**config.mk**
```make
export PLATFORM = sky130hd
export DESIGN_NAME = uart_tx_sequencer
export DESIGN_NICKNAME = d
export VERILOG_FILES = /design/src/rtl/uart_tx_sequencer.sv
export SDC_FILE = /design/constraint.sdc
export NUM_CORES = 1
export LEC_CHECK = 0
export CELL_PAD_IN_SITES_DETAIL_PLACEMENT = 0
export CELL_PAD_IN_SITES_GLOBAL_PLACEMENT = 1
export CORE_MARGIN = 10
export CORE_UTILIZATION = 43
export DETAILED_ROUTE_END_ITERATION = 16
export GPL_ROUTABILITY_DRIVEN = 1
export PLACE_DENSITY_LB_ADDON = 0.1
export REMOVE_ABC_BUFFERS = 1
export SYNTH_ARGS = -nofsm -noshare
export SYNTH_HDL_FRONTEND = slang
export SYNTH_SLANG_ARGS = --single-unit
```
**constraint.sdc**
```tcl
create_clock -name clk -period 5.5 [get_ports clk]
set_input_delay 1.1 -clock clk [delete_from_list [all_inputs] [get_ports clk]]
set_output_delay 1.1 -clock clk [all_outputs]
set_load 0.01 [all_outputs]
```
**src/rtl/uart_tx_sequencer.sv**
```systemverilog
// uart_tx_sequencer: 8-bit UART frame transmitter sequenced by an external
// oversampling baud_tick enable. One start bit, eight data bits LSB first,
// optional parity bit, STOP_BITS stop bits. All outputs are registered.
//
// Optional feature macro: UART_TX_PARITY_EN
//   defined   -> PARITY state inserted after DATA; parity bit = ^data ^ PARITY_ODD
//   undefined -> DATA goes straight to STOP; PARITY_ODD has no effect
//
// state  | meaning
// IDLE   | line high, tx_ready=1, waiting for tx_valid
// START  | driving the start bit (low)
// DATA   | driving data bit bit_idx (0..7), LSB first
// PARITY | driving the parity bit (UART_TX_PARITY_EN only)
// STOP   | driving stop bit bit_idx (0..STOP_BITS-1), line high

module uart_tx_sequencer #(
  parameter int OVERSAMPLE = 16,
  parameter int STOP_BITS  = 1,
  parameter int PARITY_ODD = 0
) (
  input  logic       clk,
  input  logic       rst,
  input  logic       baud_tick,
  input  logic [7:0] tx_data,
  input  logic       tx_valid,
  output logic       tx_ready,
  output logic       tx,
  output logic       busy,
  output logic       frame_done
);

`ifdef UART_TX_PARITY_EN
  typedef enum logic [2:0] {
    IDLE   = 3'd0,
    START  = 3'd1,
    DATA   = 3'd2,
    PARITY = 3'd3,
    STOP   = 3'd4
  } state_t;
`else
  typedef enum logic [2:0] {
    IDLE   = 3'd0,
    START  = 3'd1,
    DATA   = 3'd2,
    STOP   = 3'd4
  } state_t;
`endif

  // Last tick index of a bit and last stop-bit index, sized to their counters.
  localparam logic [3:0] TICK_LAST = 4'(OVERSAMPLE - 1);
  localparam logic [2:0] STOP_LAST = 3'(STOP_BITS - 1);

  // Parameter legality is checked at elaboration so a bad build never produces a netlist.
  if (OVERSAMPLE < 2 || OVERSAMPLE > 16 || (STOP_BITS != 1 && STOP_BITS != 2) ||
      (PARITY_ODD != 0 && PARITY_ODD != 1)) begin : g_bad_params
    $error("uart_tx_sequencer: illegal parameter combination");
  end

  state_t     state;
  logic [3:0] tick_cnt;
  logic [2:0] bit_idx;
  logic [7:0] data_reg;

`ifdef UART_TX_PARITY_EN
  logic parity_bit;
  // Parity covers the held byte, so it is stable for the whole frame.
  assign parity_bit = (^data_reg) ^ PARITY_ODD[0];
`endif

  // Frame sequencer: handshake, per-bit tick counting and all registered outputs.
  always_ff @(posedge clk) begin
    if (rst) begin
      state      <= IDLE;
      tick_cnt   <= 4'd0;
      bit_idx    <= 3'd0;
      data_reg   <= 8'd0;
      tx         <= 1'b1;
      busy       <= 1'b0;
      frame_done <= 1'b0;
      tx_ready   <= 1'b1;
    end else begin
      frame_done <= 1'b0;
      case (state)
        IDLE: begin
          // A baud_tick on this edge is deliberately ignored: the start bit
          // gets its full OVERSAMPLE ticks counted from the next tick onward.
          if (tx_valid && tx_ready) begin
            data_reg <= tx_data;
            state    <= START;
            tx       <= 1'b0;
            tick_cnt <= 4'd0;
            bit_idx  <= 3'd0;
            busy     <= 1'b1;
            tx_ready <= 1'b0;
          end
        end
        START, DATA,
`ifdef UART_TX_PARITY_EN
        PARITY,
`endif
        STOP: begin
          if (baud_tick) begin
            if (tick_cnt != TICK_LAST) begin
              tick_cnt <= tick_cnt + 4'd1;
            end else begin
              tick_cnt <= 4'd0;
              case (state)
                START: begin
                  state   <= DATA;
                  bit_idx <= 3'd0;
                  tx      <= data_reg[0];
                end
                DATA: begin
                  if (bit_idx == 3'd7) begin
                    bit_idx <= 3'd0;
`ifdef UART_TX_PARITY_EN
                    state   <= PARITY;
                    tx      <= parity_bit;
`else
                    state   <= STOP;
                    tx      <= 1'b1;
`endif
                  end else begin
                    bit_idx <= bit_idx + 3'd1;
                    tx      <= data_reg[bit_idx + 3'd1];
                  end
                end
`ifdef UART_TX_PARITY_EN
                PARITY: begin
                  state   <= STOP;
                  bit_idx <= 3'd0;
                  tx      <= 1'b1;
                end
`endif
                STOP: begin
                  if (bit_idx == STOP_LAST) begin
                    state      <= IDLE;
                    bit_idx    <= 3'd0;
                    busy       <= 1'b0;
                    tx_ready   <= 1'b1;
                    frame_done <= 1'b1;
                  end else begin
                    bit_idx <= bit_idx + 3'd1;
                  end
                end
                default: begin
                  state    <= IDLE;
                  tx       <= 1'b1;
                  busy     <= 1'b0;
                  tx_ready <= 1'b1;
                end
              endcase
            end
          end
        end
        default: begin
          state    <= IDLE;
          tick_cnt <= 4'd0;
          bit_idx  <= 3'd0;
          tx       <= 1'b1;
          busy     <= 1'b0;
          tx_ready <= 1'b1;
        end
      endcase
    end
  end

endmodule

```
### Yosys cells after proc, flatten, opt, wreduce, memory -nomap -nowiden

Index checks and enable logic that the tools add are counted.

* add/subtract/negate cells: 2
* $lt $le $gt $ge: 1
* eq/ne operators: 13
* muxes and demuxes: 38
* bitwise logic cells: 3
* reductions and logical operators: 12

Operators by type and width (count)
* $mux 3: 10
* $pmux 3 s3: 2
* $mux 1: 13
* $mux 4: 3
* $pmux 3 s2: 2
* $ne 2x2->1 const B: 5
* $pmux 1 s2: 5
* $reduce_and 5->1: 2
* $ne 4x4->1 const B: 2
* $pmux 4 s2: 1
* $reduce_and 4->1: 2
* $eq 3x3->1 const B: 2
* $logic_not 3->1: 2
* $ne 3x3->1 const B: 2
* $reduce_or 5->1: 1
* $add 4x1->4 const B: 1
* $lt 3x4->1 const B: 1
* $reduce_and 2->1: 2
* $add 3x1->3 const B: 1
* $bmux 1 s3: 1
* $eq 3x1->1 const B: 1
* $eq 3x2->1 const B: 1
* $not 1->1: 3
* $pmux 1 s3: 1
* 3 further kinds: 3

* register bits: 22
* input bits: 12
* output and inout bits: 4
* logic and storage cells: 77

### Depth between registers and ports, before layout

Gate-level depths: netlist (run 1).

* depth after elaboration: 8
* mapped depth: 7
* gate-level depth less buffers: 7

### Least setup slack after synthesis (run 1)

No wires, ideal clock.

* kind: register to register
* start: register bit_idx[0]
* end: register tx
* library setup time: 0.120 ns
* data arrival time: 2.115 ns
* required time: 5.380 ns
* slack: 3.266 ns
* cell stages (with the launch flop): 8
* buffers on the path: 0
* period minus slack after synthesis: 2.234 ns
* path through: dfxtp_1 > ha_1 > ha_1 > mux4_1 > mux2_2 > nor4_2 > a221oi_1 > a211o_1

* cells in the longest elaborated chain, start to end: 8
* elaborated cells between the ends (all ways): 9
* classes of those cells: add/sub (1); eq/ne (1); mux (7)

RTL lines
* start, declared: line 61 `logic [2:0] bit_idx;`
* start signal, assigned: line 124 `bit_idx <= bit_idx + 3'd1;`
* start signal, assigned: line 143 `bit_idx <= bit_idx + 3'd1;`
* $add 3x1->3: line 125 `tx <= data_reg[bit_idx + 3'd1];`
* $bmux 1 s3: line 125
* $mux 1 (not written as such): line 125
* $mux 1 *: line 114 `if (bit_idx == 3'd7) begin`
* $pmux 1 s3 *: line 107 `case (state)`
* $mux 1 *: line 103 `if (tick_cnt != TICK_LAST) begin`
* $mux 1 *: line 102 `if (baud_tick) begin`
* $pmux 1 s2 *: line 83 `case (state)`
* end signal, assigned: line 111 `tx <= data_reg[0];`
* end signal, assigned: line 125
* end, declared: line 27 `output logic tx,`

Every way passes the cells marked *; elsewhere a longest branch is shown, timed or not. The select of a mux whose other input is x is not followed.
A chain may end at the register's enable or synchronous reset.

### Worst setup path after layout (run 1)

* start: input port baud_tick
* end: register tick_cnt[3]

* cells in the longest elaborated chain, start to end: 2

RTL lines
* start, declared: line 23 `input logic baud_tick,`
* $ne 2x2->1 (no source line)
* $reduce_and 2->1 (no source line)
* end signal, assigned: line 104 `tick_cnt <= tick_cnt + 4'd1;`
* end, declared: line 60 `logic [3:0] tick_cnt;`

No other way between the ends.

==> flow_metrics.tcl, run 1 <==
set metrics [dict create \
    status "complete, no violations" \
    ff_latch_area_um2 440.4 \
    end_kind "register" \
    clock_skew_ps 8.454 \
    nNetsFinal 165 \
    fillCellCount 260 \
    critPathMaxFanout 8 \
    cts_root_buf "clkbuf_4" \
    postCtsSetupBuffers 0 \
    p_leak_uw 0.0005165 \
    synth_warnings 0 \
    most-common-layout-cells "dfxtp_1 (22), nor2_1 (18), clkdlybuf4s50_1 (15)" \
    htreeDepth 1 \
    period_share_pct 46.27 \
    layout_commonest_cell "dfxtp_1" \
    port_buffers 15 \
    period_needed_ps 2545 \
    multi_input_area_um2 684.4 \
    critical_path_class "primary input to register" \
    die-area_um2 5203 \
    arrival_ps 2790 \
    slew_headroom_pct 50.66 \
    syn_area_um2 1169 \
    grt_pass1_wl_um 4153 \
    antenna_found_initial 0 \
    grt_start_max_net_pins 21 \
    cts_resized 0 \
    ir_drop_uv 160.3 \
    die_y_um 72.13 \
    n_antenna_cell 0 \
    largest_reg_flops 8 \
    avgSynthCellArea_um2 8.656 \
    report.final.setup_viol 0 \
    rsz0062_at_grt "no" \
    grt_pass1_vias 946 \
    reg2reg_depth 7 \
    synth_cells 135 \
    max_freq_mhz 393.0 \
    vias 1025 \
    clock-sinks 22 \
    drive_gt1_share_pct 6.803 \
    coreArea_um2 2545 \
    holdBufCountCts 0 \
    wl_per_cell_um 14.58 \
    yosysUniqueCellTypes 40 \
    postRouteAntennaNets 0 \
    tns_ps 0 \
    rows 18 \
    cts_tree "built" \
    pre_cts_ws_ps 2629 \
    area_growth_pct 16.49 \
    synth_edf_count 0 \
    drc 0 \
    detailed_place_hpwl_um 1910 \
    path_clk_slew_ps 120 \
    dr.first_iter.drc_count 65 \
    ys_ff_latch 22 \
    io-pin-count 16 \
    place_area_um2 1339 \
    finalWorstSetupSlack_ps 2955 \
    slew_violations 0 \
    async_flop_share_pct 0 \
    crit_path_start_kind "primary input" \
    track_usage_pct 9.594 \
    power_density_nw_per_um2 223.7 \
    numCtsBuffers 3 \
    viasPerCell 5.791 \
    whs_path_depth 2 \
    clock_latency_ps 310 \
    grt_overflow 0 \
    hold_path.class "register to register" \
    tightest_slew_ps 737.8 \
    globalplace.congestion 0.8141 \
    die_w_um 72.13 \
    clock_path_buffers 2 \
    hold_viol_final 0 \
    ys_seq_area_share_pct 37.69 \
    maxCapViolCount 0 \
    ys.flop_type "dfxtp_1" \
    cp_data_required_time_ps 5750 \
    final_area_um2 1361 \
    drt_wl_total_um 2581 \
    first_pass_iters 4 \
    start_util_pct 45.92 \
]
-- critical path: stages --
cell             delay (ps)
clkdlybuf4s50_1         600
nor2b_1                  80
o311ai_1                300
o21ai_1                 230
or3_1                   340
a21oi_1                 130
-- cell type report --
cell class | instances | share of cell area (%)
Clock buffer | 3 | 1.654
Inverter | 5 | 1.379
Multi-Input combinational cell | 101 | 50.28
Sequential cell | 22 | 32.35
Tap cell | 30 | 2.757
Timing Repair Buffer | 16 | 11.58
-- path summary, 6_finish.rpt --
path | from | end | slack (ps)
max reg2reg | bit_idx[0] | tx | 3100
min | tick_cnt[1] | tick_cnt[1] | 490
max | baud_tick | tick_cnt[3] | 2960
min reg2reg | tick_cnt[1] | tick_cnt[1] | 490
-- kinds of logic (layout without fill, tap and decap cells) --
group | after synthesis | in the layout | synth area share (%)
AO/OA/AOI/OAI | 30 | 30 | 15.85
XOR/XNOR | 2 | 2 | 1.499
adder cells (fa/ha/maj) | 4 | 4 | 4.283
buffers and inverters | 12 | 24 | 4.283
flip-flops | 22 | 22 | 37.69
multiplexers | 12 | 12 | 13.17
AND/OR/NAND/NOR | 53 | 53 | 23.23
-- Yosys cell counts, types with 2 or more instances --
cell type | number | area share (%)
nor3_1 | 3 | 1.3
nor2_1 | 18 | 5.8
nand2_1 | 8 | 2.6
dfxtp_1 | 22 | 38
o21ai_1 | 4 | 1.7
buf_2 | 4 | 1.7
inv_1 | 3 | 0.96
mux4_1 | 2 | 4.5
inv_2 | 2 | 0.64
nand3b_1 | 2 | 1.3
a211o_1 | 2 | 1.5
o21ai_0 | 7 | 3.0
clkbuf_1 | 2 | 0.64
a21oi_1 | 8 | 3.4
nor2b_1 | 4 | 2.1
nand3_1 | 6 | 2.6
nor4_1 | 2 | 1.1
mux2i_1 | 9 | 7.7
ha_1 | 4 | 4.3
nand2b_1 | 3 | 1.6
-- per-stage QoR --
step	total power [uW]	instances	util (%)	hold slack, ps
floorplan	210.4	128	-	443.1
global placement	233.1	174	52.61	455.6
detailed placement	234.2	174	52.61	454.0
CTS	308.2	177	53.49	494.5
global route	320.2	177	53.49	515.4
finish	304.5	177	53.49	489.5
-- layer usage --
| layer | track usage, % | share of wire [%] | up-vias |
|---|---|---|---|
| li1 | - | - | 512 |
| met1 | 11.83 | 47 | 484 |
| met2 | 15.65 | 46 | 24 |
| met3 | 2.585 | 4.8 | 5 |
| met4 | 3.226 | 1.4 | 0 |
| met5 | 0 | 0 | - |
-- power breakdown --
group | internal, uW | switching (uW) | total [uW]
Sequential | 168 | 7.55 | 175
Clock | 25.6 | 48.5 | 74.2
Combinational | 28.8 | 26.1 | 54.9
Note: power is estimated with default switching activity, not from simulation.
==> run 2: changes to the inputs <==
--- a/config.mk
+++ b/config.mk
@@ -8,7 +8,7 @@
 export CELL_PAD_IN_SITES_DETAIL_PLACEMENT = 0
 export CELL_PAD_IN_SITES_GLOBAL_PLACEMENT = 1
 export CORE_MARGIN = 10
-export CORE_UTILIZATION = 43
+export CORE_UTILIZATION = 40
 export DETAILED_ROUTE_END_ITERATION = 16
 export GPL_ROUTABILITY_DRIVEN = 1
 export PLACE_DENSITY_LB_ADDON = 0.1
==> constraint.sdc (replaced) <==
create_clock -name clk -period 2.36 [get_ports clk]
set_input_delay 0.472 -clock clk [delete_from_list [all_inputs] [get_ports clk]]
set_output_delay 0.472 -clock clk [all_outputs]
set_load 0.01 [all_outputs]
==> flow_metrics.tcl, run 2 (same netlist as run 1, synthesis figures left out) <==
set metrics [dict create \
    place_area_um2 1370 \
    die_y_um 74.05 \
    power_density_nw_per_um2 574.9 \
    clkPwrFrac_pct 34.5 \
    drt_wl_total_um 2696 \
    switching_share_pct 23.86 \
    cp_num_buf_inv 0 \
    stdcell_count 183 \
    max_freq_mhz 438.8 \
    htreeDepth 1 \
    globalplace.congestion 0.8002 \
    grt_pass1_vias 1004 \
    pre_cts_ws_ps -3.106 \
    critical_path_class "register to register" \
    vias 1031 \
    p_int_uw 637.0 \
    crit_path_start_kind "register" \
    nNetsFinal 169 \
    drive_gt1_share_pct 13.82 \
    clock-sinks 22 \
    path_clk_slew_ps 130 \
    viasPerCell 5.634 \
    ir_drop_uv 390.0 \
    hold_viol_final 0 \
    cp_top_family "multiplexers" \
    grt_start_max_net_pins 21 \
    hold_path.class "register to register" \
    status "complete, no violations" \
    most-common-layout-cells "dfxtp_1 (20), nor2_1 (18), clkdlybuf4s50_1 (15)" \
    cp_data_required_time_ps 2570 \
    tightest_slew_ps 490.2 \
    comb_power_share_pct 17.2 \
    report.final.setup_viol 0 \
    dp_cells 179 \
    dr.first_iter.drc_count 23 \
    die_w_um 74.05 \
    end_kind "register" \
    clock_skew_ps 2.115 \
    port_buffers 15 \
    slew_headroom_pct 67.28 \
    grt_overflow 0 \
    period_needed_ps 2279 \
    n_antenna_cell 0 \
    critPathMaxFanout 3 \
    cpPeakStageDelay_ps 480 \
    coreArea_um2 2781 \
    tns_ps 0 \
    largest_reg_flops 8 \
    grt_pass1_wl_um 4422 \
    maxCapViolCount 0 \
    cts_root_buf "clkbuf_4" \
    arrival_ps 2490 \
    postCtsSetupBuffers 0 \
    postRouteAntennaNets 0 \
    drc 0 \
    start_util_pct 42.02 \
    finalWorstSetupSlack_ps 81.24 \
    holdBufCountCts 0 \
    seqPwrFrac_pct 48.3 \
    area_growth_pct 24.52 \
    p_sw_uw 199.6 \
    track_usage_pct 9.959 \
    numCtsBuffers 3 \
    period_share_pct 96.56 \
    first_pass_iters 4 \
    slowest_stage "mux4_2" \
    detailed_place_hpwl_um 2013 \
    cts_tree "built" \
    layout_commonest_cell "dfxtp_1" \
    p_leak_uw 0.0005438 \
    io-pin-count 16 \
    clock_path_buffers 2 \
    final_area_um2 1455 \
    die-area_um2 5483 \
    slew_violations 0 \
    antenna_found_initial 0 \
    crit_chain "ha_2 -> ha_4 -> mux4_2 -> mux2_4 -> nor4_4 -> a221oi_2 -> a211o_1" \
    wl_per_cell_um 14.73 \
    rows 19 \
    clock_latency_ps 300 \
]
run 2: tightest hold or removal path: stages (launching register included):
cell	delay (ps)
dfxtp_1	350
nand2_1	60
a21oi_1	50
run 2: worst paths after layout:
check                            startpoint     endpoint  slack [ps]  cells after the start
worst max-delay path             bit_idx[1]           tx          80                      7
worst min-delay path            tick_cnt[1]  tick_cnt[1]         480                      2
worst max register to register   bit_idx[1]           tx          80                      7
worst min register to register  tick_cnt[1]  tick_cnt[1]         480                      2
run 2: timing repair:
action,CTS,global route
pin swaps,0,1
setup endpoints to repair,1,1
gates resized for setup,1,7
run 2: area by class of cell:
class | instances | area, um2
repair buffers | 20 | 187.7
clock inverters | 1 | 30.03
fillers | 279 | 1326
well taps | 31 | 38.79
inverters | 5 | 18.77
flip-flops and latches | 22 | 442.9
clock buffers | 3 | 22.52
multi-input cells | 101 | 714.4
run 2: power by group through the flow:
stage	clock (uW)	sequential, uW	combinational, uW
2_1_floorplan	0	415	75.2
3_3_place_gp	0	412	140
3_5_place_dp	0	413	142
4_1_cts	299	405	143
5_1_grt	311	407	161
6_report	288	404	144
run 2: per-stage QoR:
| step | hold slack [ps] | power (uW) | utilization, % |
|---|---|---|---|
| after global placement | 460.2 | 552.3 | 49.26 |
| final | 480.9 | 836.6 | 52.32 |
| after floorplan | 443.1 | 490.2 | - |
| after global routing | 498.9 | 878.7 | 52.32 |
| after CTS | 485.8 | 846.4 | 51.60 |
| after detailed placement | 467.7 | 554.6 | 49.26 |
run 2: per-layer routing:
metal,part of all wire [%],global-route usage [%],vias to the layer above
met5,0,0,-
met1,46,11.65,482
met3,4.6,2.261,4
met4,1.0,4.141,0
met2,48,17.05,24
li1,-,-,521
